### src/rtl/ctrl_mc_if.sv
`default_nettype none
// ============================================================================
// Module   : ctrl_mc_if
// Brief    : Control bus between the multi-cycle MIPS controller and datapath.
// Revision : 1.0 - initial release
// ============================================================================
interface ctrl_mc_if;
    logic [5:0] opcode;
    logic       zero;
    logic       mem_ready;
    logic       pc_ce;
    logic       ir_ce;
    logic       IorD;
    logic       MemRead;
    logic       MemWrite;
    logic       MemtoReg;
    logic       RegDst;
    logic       RegWrite;
    logic       ALUSrcA;
    logic [1:0] ALUSrcB;
    logic [1:0] ALUOp;
    logic [1:0] PCSource;
    logic [3:0] state;

    modport master (
        input  opcode, zero, mem_ready,
        output pc_ce, ir_ce, IorD, MemRead, MemWrite, MemtoReg, RegDst,
               RegWrite, ALUSrcA, ALUSrcB, ALUOp, PCSource, state
    );

    modport slave (
        output opcode, zero, mem_ready,
        input  pc_ce, ir_ce, IorD, MemRead, MemWrite, MemtoReg, RegDst,
               RegWrite, ALUSrcA, ALUSrcB, ALUOp, PCSource, state
    );
endinterface
`default_nettype wire

### src/rtl/ctrl_mc.sv
`default_nettype none
// ============================================================================
// Module   : ctrl_mc
// Brief    : Multi-cycle MIPS control FSM with memory-ready stall handshake.
// Revision : 1.0 - initial release
// ============================================================================
module ctrl_mc (
    input  wire logic clk,
    input  wire logic rst,
    ctrl_mc_if.master bus
);
    typedef enum logic [3:0] {
        S_IF   = 4'd0,
        S_ID   = 4'd1,
        S_MADR = 4'd2,
        S_MRD  = 4'd3,
        S_MWB  = 4'd4,
        S_MWR  = 4'd5,
        S_EXE  = 4'd6,
        S_RWB  = 4'd7,
        S_BEQ  = 4'd8,
        S_JMP  = 4'd9,
        S_AEXE = 4'd10,
        S_AWB  = 4'd11
    } state_t;

    localparam logic [5:0] c_OP_RTYPE = 6'b000000;
    localparam logic [5:0] c_OP_LW    = 6'b100011;
    localparam logic [5:0] c_OP_SW    = 6'b101011;
    localparam logic [5:0] c_OP_BEQ   = 6'b000100;
    localparam logic [5:0] c_OP_J     = 6'b000010;
    localparam logic [5:0] c_OP_ADDI  = 6'b001000;

    state_t     r_state;
    state_t     w_next;
    logic       w_pcwrite;
    logic       w_pcwritecond;
    logic       w_ir_ce;
    logic       w_iord;
    logic       w_memread;
    logic       w_memwrite;
    logic       w_memtoreg;
    logic       w_regdst;
    logic       w_regwrite;
    logic       w_alusrca;
    logic [1:0] w_alusrcb;
    logic [1:0] w_aluop;
    logic [1:0] w_pcsource;

    always_ff @(posedge clk or posedge rst) begin
        if (rst) begin
            r_state <= S_IF;
        end else begin
            r_state <= w_next;
        end
    end

    always_comb begin
        w_next        = S_IF;
        w_pcwrite     = 1'b0;
        w_pcwritecond = 1'b0;
        w_ir_ce       = 1'b0;
        w_iord        = 1'b0;
        w_memread     = 1'b0;
        w_memwrite    = 1'b0;
        w_memtoreg    = 1'b0;
        w_regdst      = 1'b0;
        w_regwrite    = 1'b0;
        w_alusrca     = 1'b0;
        w_alusrcb     = 2'b00;
        w_aluop       = 2'b00;
        w_pcsource    = 2'b00;
        case (r_state)
            S_IF: begin
                w_memread = 1'b1;
                w_alusrcb = 2'b01;
                w_ir_ce   = bus.mem_ready;
                w_pcwrite = bus.mem_ready;
                if (bus.mem_ready) begin
                    w_next = S_ID;
                end else begin
                    w_next = S_IF;
                end
            end
            S_ID: begin
                w_alusrcb = 2'b11;
                case (bus.opcode)
                    c_OP_RTYPE:       w_next = S_EXE;
                    c_OP_LW, c_OP_SW: w_next = S_MADR;
                    c_OP_BEQ:         w_next = S_BEQ;
                    c_OP_J:           w_next = S_JMP;
                    c_OP_ADDI:        w_next = S_AEXE;
                    default:          w_next = S_IF;
                endcase
            end
            S_MADR: begin
                w_alusrca = 1'b1;
                w_alusrcb = 2'b10;
                if (bus.opcode == c_OP_LW) begin
                    w_next = S_MRD;
                end else if (bus.opcode == c_OP_SW) begin
                    w_next = S_MWR;
                end else begin
                    w_next = S_IF;
                end
            end
            S_MRD: begin
                w_memread = 1'b1;
                w_iord    = 1'b1;
                if (bus.mem_ready) begin
                    w_next = S_MWB;
                end else begin
                    w_next = S_MRD;
                end
            end
            S_MWB: begin
                w_regwrite = 1'b1;
                w_memtoreg = 1'b1;
            end
            S_MWR: begin
                w_memwrite = 1'b1;
                w_iord     = 1'b1;
                if (bus.mem_ready) begin
                    w_next = S_IF;
                end else begin
                    w_next = S_MWR;
                end
            end
            S_EXE: begin
                w_alusrca = 1'b1;
                w_aluop   = 2'b10;
                w_next    = S_RWB;
            end
            S_RWB: begin
                w_regwrite = 1'b1;
                w_regdst   = 1'b1;
            end
            S_BEQ: begin
                w_alusrca     = 1'b1;
                w_aluop       = 2'b01;
                w_pcwritecond = 1'b1;
                w_pcsource    = 2'b01;
            end
            S_JMP: begin
                w_pcwrite  = 1'b1;
                w_pcsource = 2'b10;
            end
            S_AEXE: begin
                w_alusrca = 1'b1;
                w_alusrcb = 2'b10;
                w_next    = S_AWB;
            end
            S_AWB: begin
                w_regwrite = 1'b1;
            end
            default: begin
                w_next = S_IF;
            end
        endcase
    end

    // While reset is held the IF decode must not leak onto the bus.
    assign bus.pc_ce    = ~rst & (w_pcwrite | (w_pcwritecond & bus.zero));
    assign bus.ir_ce    = ~rst & w_ir_ce;
    assign bus.IorD     = ~rst & w_iord;
    assign bus.MemRead  = ~rst & w_memread;
    assign bus.MemWrite = ~rst & w_memwrite;
    assign bus.MemtoReg = ~rst & w_memtoreg;
    assign bus.RegDst   = ~rst & w_regdst;
    assign bus.RegWrite = ~rst & w_regwrite;
    assign bus.ALUSrcA  = ~rst & w_alusrca;
    assign bus.ALUSrcB  = rst ? 2'b00 : w_alusrcb;
    assign bus.ALUOp    = rst ? 2'b00 : w_aluop;
    assign bus.PCSource = rst ? 2'b00 : w_pcsource;
    assign bus.state    = r_state;
endmodule
`default_nettype wire

### src/flat_wrapper.sv
// flat-port wrapper written by rule: the top's interface ports become plain ports
module ctrl_mc_flat 
  (clk, rst, bus_opcode, bus_zero, bus_mem_ready, bus_pc_ce, bus_ir_ce, bus_IorD, bus_MemRead, bus_MemWrite, bus_MemtoReg, bus_RegDst, bus_RegWrite, bus_ALUSrcA, bus_ALUSrcB, bus_ALUOp, bus_PCSource, bus_state);
  ctrl_mc_if bus_i ();
  input  wire logic clk;
  input  wire logic rst;
  input wire logic [$bits(bus_i.opcode)-1:0] bus_opcode;
  input wire logic [$bits(bus_i.zero)-1:0] bus_zero;
  input wire logic [$bits(bus_i.mem_ready)-1:0] bus_mem_ready;
  output wire logic [$bits(bus_i.pc_ce)-1:0] bus_pc_ce;
  output wire logic [$bits(bus_i.ir_ce)-1:0] bus_ir_ce;
  output wire logic [$bits(bus_i.IorD)-1:0] bus_IorD;
  output wire logic [$bits(bus_i.MemRead)-1:0] bus_MemRead;
  output wire logic [$bits(bus_i.MemWrite)-1:0] bus_MemWrite;
  output wire logic [$bits(bus_i.MemtoReg)-1:0] bus_MemtoReg;
  output wire logic [$bits(bus_i.RegDst)-1:0] bus_RegDst;
  output wire logic [$bits(bus_i.RegWrite)-1:0] bus_RegWrite;
  output wire logic [$bits(bus_i.ALUSrcA)-1:0] bus_ALUSrcA;
  output wire logic [$bits(bus_i.ALUSrcB)-1:0] bus_ALUSrcB;
  output wire logic [$bits(bus_i.ALUOp)-1:0] bus_ALUOp;
  output wire logic [$bits(bus_i.PCSource)-1:0] bus_PCSource;
  output wire logic [$bits(bus_i.state)-1:0] bus_state;
  assign bus_i.opcode = bus_opcode;
  assign bus_i.zero = bus_zero;
  assign bus_i.mem_ready = bus_mem_ready;
  assign bus_pc_ce = bus_i.pc_ce;
  assign bus_ir_ce = bus_i.ir_ce;
  assign bus_IorD = bus_i.IorD;
  assign bus_MemRead = bus_i.MemRead;
  assign bus_MemWrite = bus_i.MemWrite;
  assign bus_MemtoReg = bus_i.MemtoReg;
  assign bus_RegDst = bus_i.RegDst;
  assign bus_RegWrite = bus_i.RegWrite;
  assign bus_ALUSrcA = bus_i.ALUSrcA;
  assign bus_ALUSrcB = bus_i.ALUSrcB;
  assign bus_ALUOp = bus_i.ALUOp;
  assign bus_PCSource = bus_i.PCSource;
  assign bus_state = bus_i.state;
  ctrl_mc u_core (.clk(clk), .rst(rst), .bus(bus_i));
endmodule
### config.mk
export PLATFORM = sky130hd
export DESIGN_NAME = ctrl_mc_flat
export DESIGN_NICKNAME = d
export VERILOG_FILES = /design/src/rtl/ctrl_mc_if.sv /design/src/rtl/ctrl_mc.sv /design/src/flat_wrapper.sv
export SDC_FILE = /design/constraint.sdc
export NUM_CORES = 1
export LEC_CHECK = 0
export ABC_AREA = 0
export BUFFER_PORTS_ARGS = -buffer_cell sky130_fd_sc_hd__buf_2
export CAP_MARGIN = 20
export CORE_AREA = 2 2 39 41
export DETAILED_ROUTE_END_ITERATION = 7
export DIE_AREA = 0 0 41 43
export PLACE_DENSITY_LB_ADDON = 0.08
export SYNTH_ARGS = -nofsm -noshare
export SYNTH_HDL_FRONTEND = slang
export SYNTH_SLANG_ARGS = --single-unit
### constraint.sdc
create_clock -name clk -period 1.8 [get_ports clk]
set_input_delay 0.36 -clock clk [delete_from_list [all_inputs] [get_ports clk]]
set_output_delay 0.36 -clock clk [all_outputs]
set_load 0.1 [all_outputs]
==> key figures, run 1 <==
Status
  • Exit stage: 4_1_cts
  • Tool Error: [ERROR DPL-0038] Utilization greater than 100%, impossible to legalize
  • Outcome: stopped before the end

Logic synthesis
  • Synth Area in Adders: 0%
  • Synth Area in Simple Gates: 49.0%
  • Post-Synthesis Cell Area: 505 µm²
  • Yosys warnings: 0
  • Yosys top cell by area: dfrtp_1
  • Top_reg_cell synth: dfrtp_1
  • Post-synthesis xor/xnor area fraction: 3.47%
  • Mean Syn Cell Area: 7.02 µm²
  • Synthesized instance count: 72
  • Mapped Nets: 82
  • Async S/R FF share, synth: 100%
  • Synth Area in Compound Gates: 20.3%
  • Mux contribution to synthesized area: 0%
  • Sequential-to-total area share from yosys stat: 19.8%
  • Largest cells by area after synthesis: dfrtp_1, nor4_1, nor2_1
  • Synthesis-stage register bit count: 4
  • Largest family of logic cells by synthesized area: simple AND/OR/NAND/NOR gates
  • Top cell type's share of synthesized area: 19.8%
  • Post-synth EDFFs: 0
  • Count of cell types in the netlist: 30

Floorplanning
  • Starting density of the core: 36.5%
  • Overall die width: 41 µm
  • Row count: 14
  • Die span in y: 43 µm
  • # IOs: 29

Clocking
  • Post-CTS sizing: 20
  • CTS root buffer: clkbuf_4
  • Post-CTS setup buffers: 9
  • Num CTS Buffers: 3
  • CTS Buffer Depth: 2
  • # hold bufs at CTS: 0
  • H-tree level count: 1
  • Clock sink count: 4

Placement
  • Hpwl dp: 1620 µm
  • Number of I/O port buffers: 28
  • Routability congestion estimate: 0.772
## Yosys cell counts, drive strengths merged, types with 3 or more instances
| library cell | n |
|---|---|
| buf | 3 |
| nor3 | 5 |
| dfrtp | 4 |
| clkbuf | 3 |
| a21oi | 5 |
| or3 | 3 |
| nor2 | 9 |
| nor4 | 5 |
| nand2b | 4 |
| nand2 | 5 |
| a211o | 3 |
| nor3b | 4 |
| nand4b | 3 |
| inv | 3 |
## per-stage QoR
step	setup slack, ns	utilization (%)	cell area (µm²)	setup TNS (ns)	std cells
3_5_place_dp	0.00119	86.6	1200	0	126
3_3_place_gp	0.0693	86.6	1200	0	126
2_1_floorplan	-1.10	-	783	-6.87	72
## logic make-up after synthesis
group / Yosys count
AO/OA/AOI/OAI: 15
XOR/XNOR: 2
flip-flops: 4
AND/OR/NAND/NOR: 42
buffers and inverters: 9
==> run 2, diff against run 1 <==
--- a/config.mk
+++ b/config.mk
@@ -8,10 +8,10 @@
 export ABC_AREA = 0
 export BUFFER_PORTS_ARGS = -buffer_cell sky130_fd_sc_hd__buf_2
 export CAP_MARGIN = 20
-export CORE_AREA = 2 2 39 41
+export CORE_AREA = 2 2 63 65
 export DETAILED_ROUTE_END_ITERATION = 7
-export DIE_AREA = 0 0 41 43
-export PLACE_DENSITY_LB_ADDON = 0.08
+export DIE_AREA = 0 0 65 67
+export PLACE_DENSITY_LB_ADDON = 0.15
 export SYNTH_ARGS = -nofsm -noshare
 export SYNTH_HDL_FRONTEND = slang
 export SYNTH_SLANG_ARGS = --single-unit
==> run 2 against run 1 <==
- area after synthesis did not move
- synthesized cell count did not move
- the flow now finishes, with violations (setup timing)
==> key figures, run 2 <==
Status
  • Outcome: complete, but fails checks
  • Failing checks: setup timing

Timing
  • Final worst slack: -0.0959 ns
  • Fin. Hold Viols: 0
  • Peak Freq: 527 MHz
  • Slew Limit Fails: 0
  • Clock Skew: 0.00156 ns
  • Final Cycle Share: 105%
  • Slew headroom: 67.7%
  • Worst slew pin tran: 0.487 ns
  • Unrepaired setup endpoints after global routing: true
  • Final setup vio count: 13
  • Tmin final: 1.90 ns
  • Setup TNS: -0.660 ns

Clocking
  • Clk_lat worst skew: 0.21 ns
  • CTS clk-pin slew, worst paths: 0.03 ns
  • H-tree level count: 1
  • CTS Buffer Depth: 2
  • CTS root buffer: clkbuf_8
  • CTS tree: built
  • Clock sink count: 4
  • Num CTS Buffers: 3
  • # hold bufs at CTS: 0

Finish
  • Share of layout cells above drive strength 1: 76.7%
  • Multi-input gate area: 624 µm²
  • Fin util: 42.7%
  • Commonest non-fill, non-tap cell in the layout: buf_12
  • Design Area, Final: 1540 µm²
  • P&R area growth vs syn: 204%
  • Commonest cells after routing, fill and taps aside: buf_12, buf_4, buf_6, buf_2, nor2_4
  • Largest register FFs: 4
  • Nets: 141
  • Ant diodes: 0
  • Fill count: 356
  • FF/Latch Area: 115 µm²
  • Finished Layout Cells: 177

Placement
  • Placed cell area: 1260 µm²
  • Number of I/O port buffers: 28
  • Placed Instances: 159
  • Hpwl dp: 1620 µm
  • Routability congestion estimate: 0.900

Logic synthesis
  • Post-synth EDFFs: 0
  • Yosys warnings: 0
  • Sequential-to-total area share from yosys stat: 19.8%
  • List of most frequent post-synthesis cells: nor2_1, a21oi_1, nand2_1, nor3_1, nor4_1
  • Yosys top cell by area: dfrtp_1
  • Count of cell types in the netlist: 30
  • Synthesis-stage register bit count: 4
  • Mean Syn Cell Area: 7.02 µm²
  • Synthesized instance count: 72
  • Largest cells by area after synthesis: dfrtp_1, nor4_1, nor2_1
  • Async S/R FF share, synth: 100%
  • Top cell type's share of synthesized area: 19.8%
  • Mapped Nets: 82
  • Top_reg_cell synth: dfrtp_1
  • Cell with the most instances after synthesis: nor2_1
  • Post-Synthesis Cell Area: 505 µm²

Global routing
  • Overall Global Routing Usage: 11.0%
  • Maximum number of pins on one net before global-route repair: 11
  • First-pass GRT wire length: 3780 µm
  • Vias in the first global route: 796
  • Initial antenna violation count: 0
  • Total gr overflow: 0

Setup path
  • Slowest cell delay on critical path: 0.53 ns
  • CP endpoint kind: output port
  • WP data required: 1.44 ns
  • CP Max Fanout: 7
  • Worst EP arrival: 1.54 ns
  • CP max-delay cell: dfrtp_4
  • Setup crit start kind: register
  • Critical path type: register to output port
  • Critical Path, Cell by Cell: buf_6 -> nor4_4 -> a211o_4 -> buf_12

Route
  • Routed wire length: 2220 µm
  • Drt wl/cell: 12.5 µm
  • Vias/cell: 4.31
  • Vias: 763
  • Post-route ant nets: 0
  • Initial DRC count: 28
  • Drt pass-1 iters: 4
  • DR DRC count: 0

Worst hold path
  • Worst hold path class: input pin to asynchronous set/reset pin

Floorplanning
  • Die span in y: 67 µm
  • # IOs: 29
  • Starting density of the core: 14.0%
  • Row count: 22
  • Die area: 4360 µm²
  • Core area: 3610 µm²
  • Overall die width: 65 µm

Power
  • Worst vdd ir: 302 µV
  • PD cells: 423 nW/µm²
  • Pleak: 0.617 nW

Run
  • Max Cap Viol: 0
[run 2: cell counts after synthesis]
Identical to the previous run, type by type.
[run 2: repair_timing]
action / 4_1_cts / 5_1_grt
endpoints found under the hold margin: 0 / 0
setup endpoints to repair: 14 / 18
pin swaps: 13 / 9
buffers inserted: 11 / 4
resized for setup: 24 / 6
[run 2: power breakdown]
part | leakage [nW] | internal [mW] | switching, mW | total, mW
combinational | 0.548 | 0.148 | 0.208 | 0.357
clock | 0.0216 | 0.142 | 0.0445 | 0.187
sequential | 0.0470 | 0.0968 | 0.0108 | 0.108
[run 2: critical path, delay by kind of cell, from the launching register on]
kind	cells	cell delay, ns
AO/OA/AOI/OAI	1	0.18
AND/OR/NAND/NOR	1	0.29
flip-flops	1	0.53
buffers and inverters	2	0.32
[run 2: cell families after synthesis]
logic type,synth area share (%)
and+or+nand+nor,49.0
AOI/OAI and AO/OA,20.3
buffers and inverters,7.42
DFF,19.8
xor gates and xnor gates,3.47
[run 2: layer usage]
metal / wire length (µm) / vias up / global-route usage, %
li1: - / 379 / -
met1: 1010 / 363 / 14.3
met5: 0 / - / 0
met2: 1090 / 21 / 19.1
met4: 0 / 0 / 2.39
met3: 119 / 0 / 1.52
[run 2: final timing paths]
kind | start | end | slack, ns | depth (start not counted)
worst max-delay path | u_core.bus.state[0]$_DFF_PP0_ | bus_pc_ce | -0.1 | 4
worst min-delay path | rst | u_core.bus.state[3]$_DFF_PP0_ | 0.24 | 3
worst max register to register | u_core.bus.state[3]$_DFF_PP0_ | u_core.bus.state[2]$_DFF_PP0_ | 0.07 | 5
worst min register to register | u_core.bus.state[3]$_DFF_PP0_ | u_core.bus.state[0]$_DFF_PP0_ | 0.75 | 2
max in group asynchronous | rst | u_core.bus.state[0]$_DFF_PP0_ | 1.39 | 3
min in group clk | bus_opcode[4] | u_core.bus.state[3]$_DFF_PP0_ | 0.47 | 3
[run 2: cell type report]
type                       instances  share of cell area (%)
timing repair buffer              60                    44.6
multi-input combinational         59                    40.6
sequential                         4                    7.48
tap                               48                    3.90
clock buffer                       3                    2.68
inverter                           3                   0.732
[run 2: metrics by stage]
stage	hold WS [ns]	setup slack (ns)	total power [mW]
floorplan	0.485	-1.10	0.313
CTS	0.243	-0.105	0.644
finish	0.238	-0.0959	0.651
global route	0.259	-0.160	0.682
detailed placement	0.448	0.0536	0.407
global placement	0.444	0.0410	0.405
(Power assumes the default switching activity.)
==> run 3, diff against run 2 <==
==> constraint.sdc (replaced) <==
create_clock -name clk -period 1.6 [get_ports clk]
set_input_delay 0.32 -clock clk [delete_from_list [all_inputs] [get_ports clk]]
set_output_delay 0.32 -clock clk [all_outputs]
set_load 0.1 [all_outputs]
==> run 3 against run 2 <==
- the flow still finishes with violations (setup timing)
- design area up 8.2%
- largest cell class unchanged
- critical path type unchanged
- clock skew decreased by 0.00078 ns
- flip-flop and latch count did not move
- via count rose by 6.0%
- largest power group unchanged
- clock power grew 17%
- final cell count is 3.4% higher
- critical endpoint unchanged
- total power rose by 16%
- worst hold slack got worse by 0.034 ns
==> key figures, run 3 (same netlist as run 2, synthesis figures left out) <==
Power
  • Design Power: 0.756 mW
  • Worst vdd ir: 245 µV
  • PD cells: 454 nW/µm²
  • Pleak: 0.671 nW

Setup path
  • WP data required: 1.28 ns
  • Setup crit start kind: register
  • Critical path type: register to output port
  • Worst EP arrival: 1.53 ns
  • CP Max Fanout: 6
  • Cell count of the worst reg-to-reg path: 6
  • CP endpoint kind: output port

Placement
  • Hpwl dp: 1670 µm
  • Placed cell area: 1410 µm²
  • Routability congestion estimate: 0.816
  • Number of I/O port buffers: 28

Clocking
  • Clock sink count: 4
  • CTS tree: built
  • CTS root buffer: clkbuf_8
  • CTS Buffer Depth: 2
  • Clk_lat worst skew: 0.22 ns
  • CTS clk-pin slew, worst paths: 0.03 ns
  • # hold bufs at CTS: 0
  • H-tree level count: 1
  • Num CTS Buffers: 3

Floorplanning
  • Row count: 22
  • Die span in y: 67 µm
  • Overall die width: 65 µm
  • Core area: 3610 µm²
  • Die area: 4360 µm²
  • Starting density of the core: 14.0%
  • # IOs: 29

Route
  • Drt wl/cell: 12.3 µm
  • Post-route ant nets: 0
  • DR DRC count: 0
  • Vias/cell: 4.42
  • Drt pass-1 iters: 4
  • Initial DRC count: 17
  • Routed wire length: 2250 µm
  • Vias: 809

Timing
  • Peak Freq: 541 MHz
  • Final worst slack: -0.248 ns
  • Worst slew pin tran: 0.397 ns
  • Clock Skew: 0.000785 ns
  • Final setup vio count: 19
  • Unrepaired setup endpoints after global routing: true
  • Slew Limit Fails: 0
  • Final Cycle Share: 115%
  • Tmin final: 1.85 ns
  • Slew headroom: 73.2%
  • Fin. Hold Viols: 0

Finish
  • Ant diodes: 0
  • Commonest cells after routing, fill and taps aside: buf_12, buf_4, buf_6, buf_2
  • Fill count: 351
  • Multi-input gate area: 637 µm²
  • Share of layout cells above drive strength 1: 80.0%
  • P&R area growth vs syn: 229%
  • FF/Latch Area: 115 µm²
  • Nets: 147
  • Largest register FFs: 4
  • Design Area, Final: 1670 µm²

Status
  • Failing checks: setup timing
  • Outcome: complete, but fails checks

Worst hold path
  • Worst hold path class: input pin to asynchronous set/reset pin

Global routing
  • Overall Global Routing Usage: 11.1%
  • Initial antenna violation count: 0
  • Maximum number of pins on one net before global-route repair: 12
  • Total gr overflow: 0
  • Vias in the first global route: 812
  • First-pass GRT wire length: 3750 µm

Run
  • Max Cap Viol: 0
==> run 3: critical path, stage by stage, from the launching register on <==
cell and delay (ns):
dfrtp_4 0.52, buf_6 0.15, nor4_4 0.28, a211o_4 0.19, buf_12 0.16
==> run 3: final cells by class <==
type,count,share of cell area (%)
flip-flops and latches,4,6.91
clock buffers,3,2.48
well taps,48,3.61
repair buffers,66,48.1
inverters,3,0.676
multi-input cells,59,38.2
==> run 3: path summary, 6_finish.rpt <==
kind	from	to	slack, ns
worst max-delay path	u_core.bus.state[0]$_DFF_PP0_	bus_pc_ce	-0.25
max in group asynchronous	rst	u_core.bus.state[2]$_DFF_PP0_	1.22
min in group clk	bus_opcode[3]	u_core.bus.state[2]$_DFF_PP0_	0.42
worst min register to register	u_core.bus.state[1]$_DFF_PP0_	u_core.bus.state[1]$_DFF_PP0_	0.85
worst min-delay path	rst	u_core.bus.state[3]$_DFF_PP0_	0.20
worst max register to register	u_core.bus.state[3]$_DFF_PP0_	u_core.bus.state[1]$_DFF_PP0_	-0.10
==> run 3: power breakdown <==
group / leakage (nW) / internal [mW] / switching, mW
Combinational: 0.603 / 0.178 / 0.240
Clock: 0.0216 / 0.161 / 0.0577
Sequential: 0.0470 / 0.109 / 0.0103
Total: 0.671 / 0.448 / 0.308
==> run 3: through the flow <==
| stage | hold WS [ns] | utilization, % | setup TNS [ns] | cells | worst slack [ns] |
|---|---|---|---|---|---|
| floorplan | 0.445 | - | -9.39 | 72 | -1.26 |
| global placement | 0.411 | 39.1 | -0.206 | 169 | -0.0514 |
| detailed placement | 0.417 | 39.1 | -0.239 | 169 | -0.0534 |
| CTS | 0.203 | 44.1 | -2.91 | 179 | -0.271 |
| global route | 0.224 | 46.2 | -3.93 | 183 | -0.303 |
| finish | 0.204 | 46.2 | -3.08 | 183 | -0.248 |
==> run 3: per-layer routing <==
metal,wire length [µm],vias to the layer above,global-route usage (%)
met1,952,378,13.6
li1,-,395,-
met2,1140,32,19.3
met5,0,-,0
met3,120,4,1.69
met4,29,0,4.79
==> run 3: what timing repair did <==
action	4_1_cts	5_1_grt
gates resized for setup	22	10
setup endpoints to repair	17	19
cloned	0	0
pin swaps	8	6
endpoints found under the hold margin	0	0
setup buffers	7	4
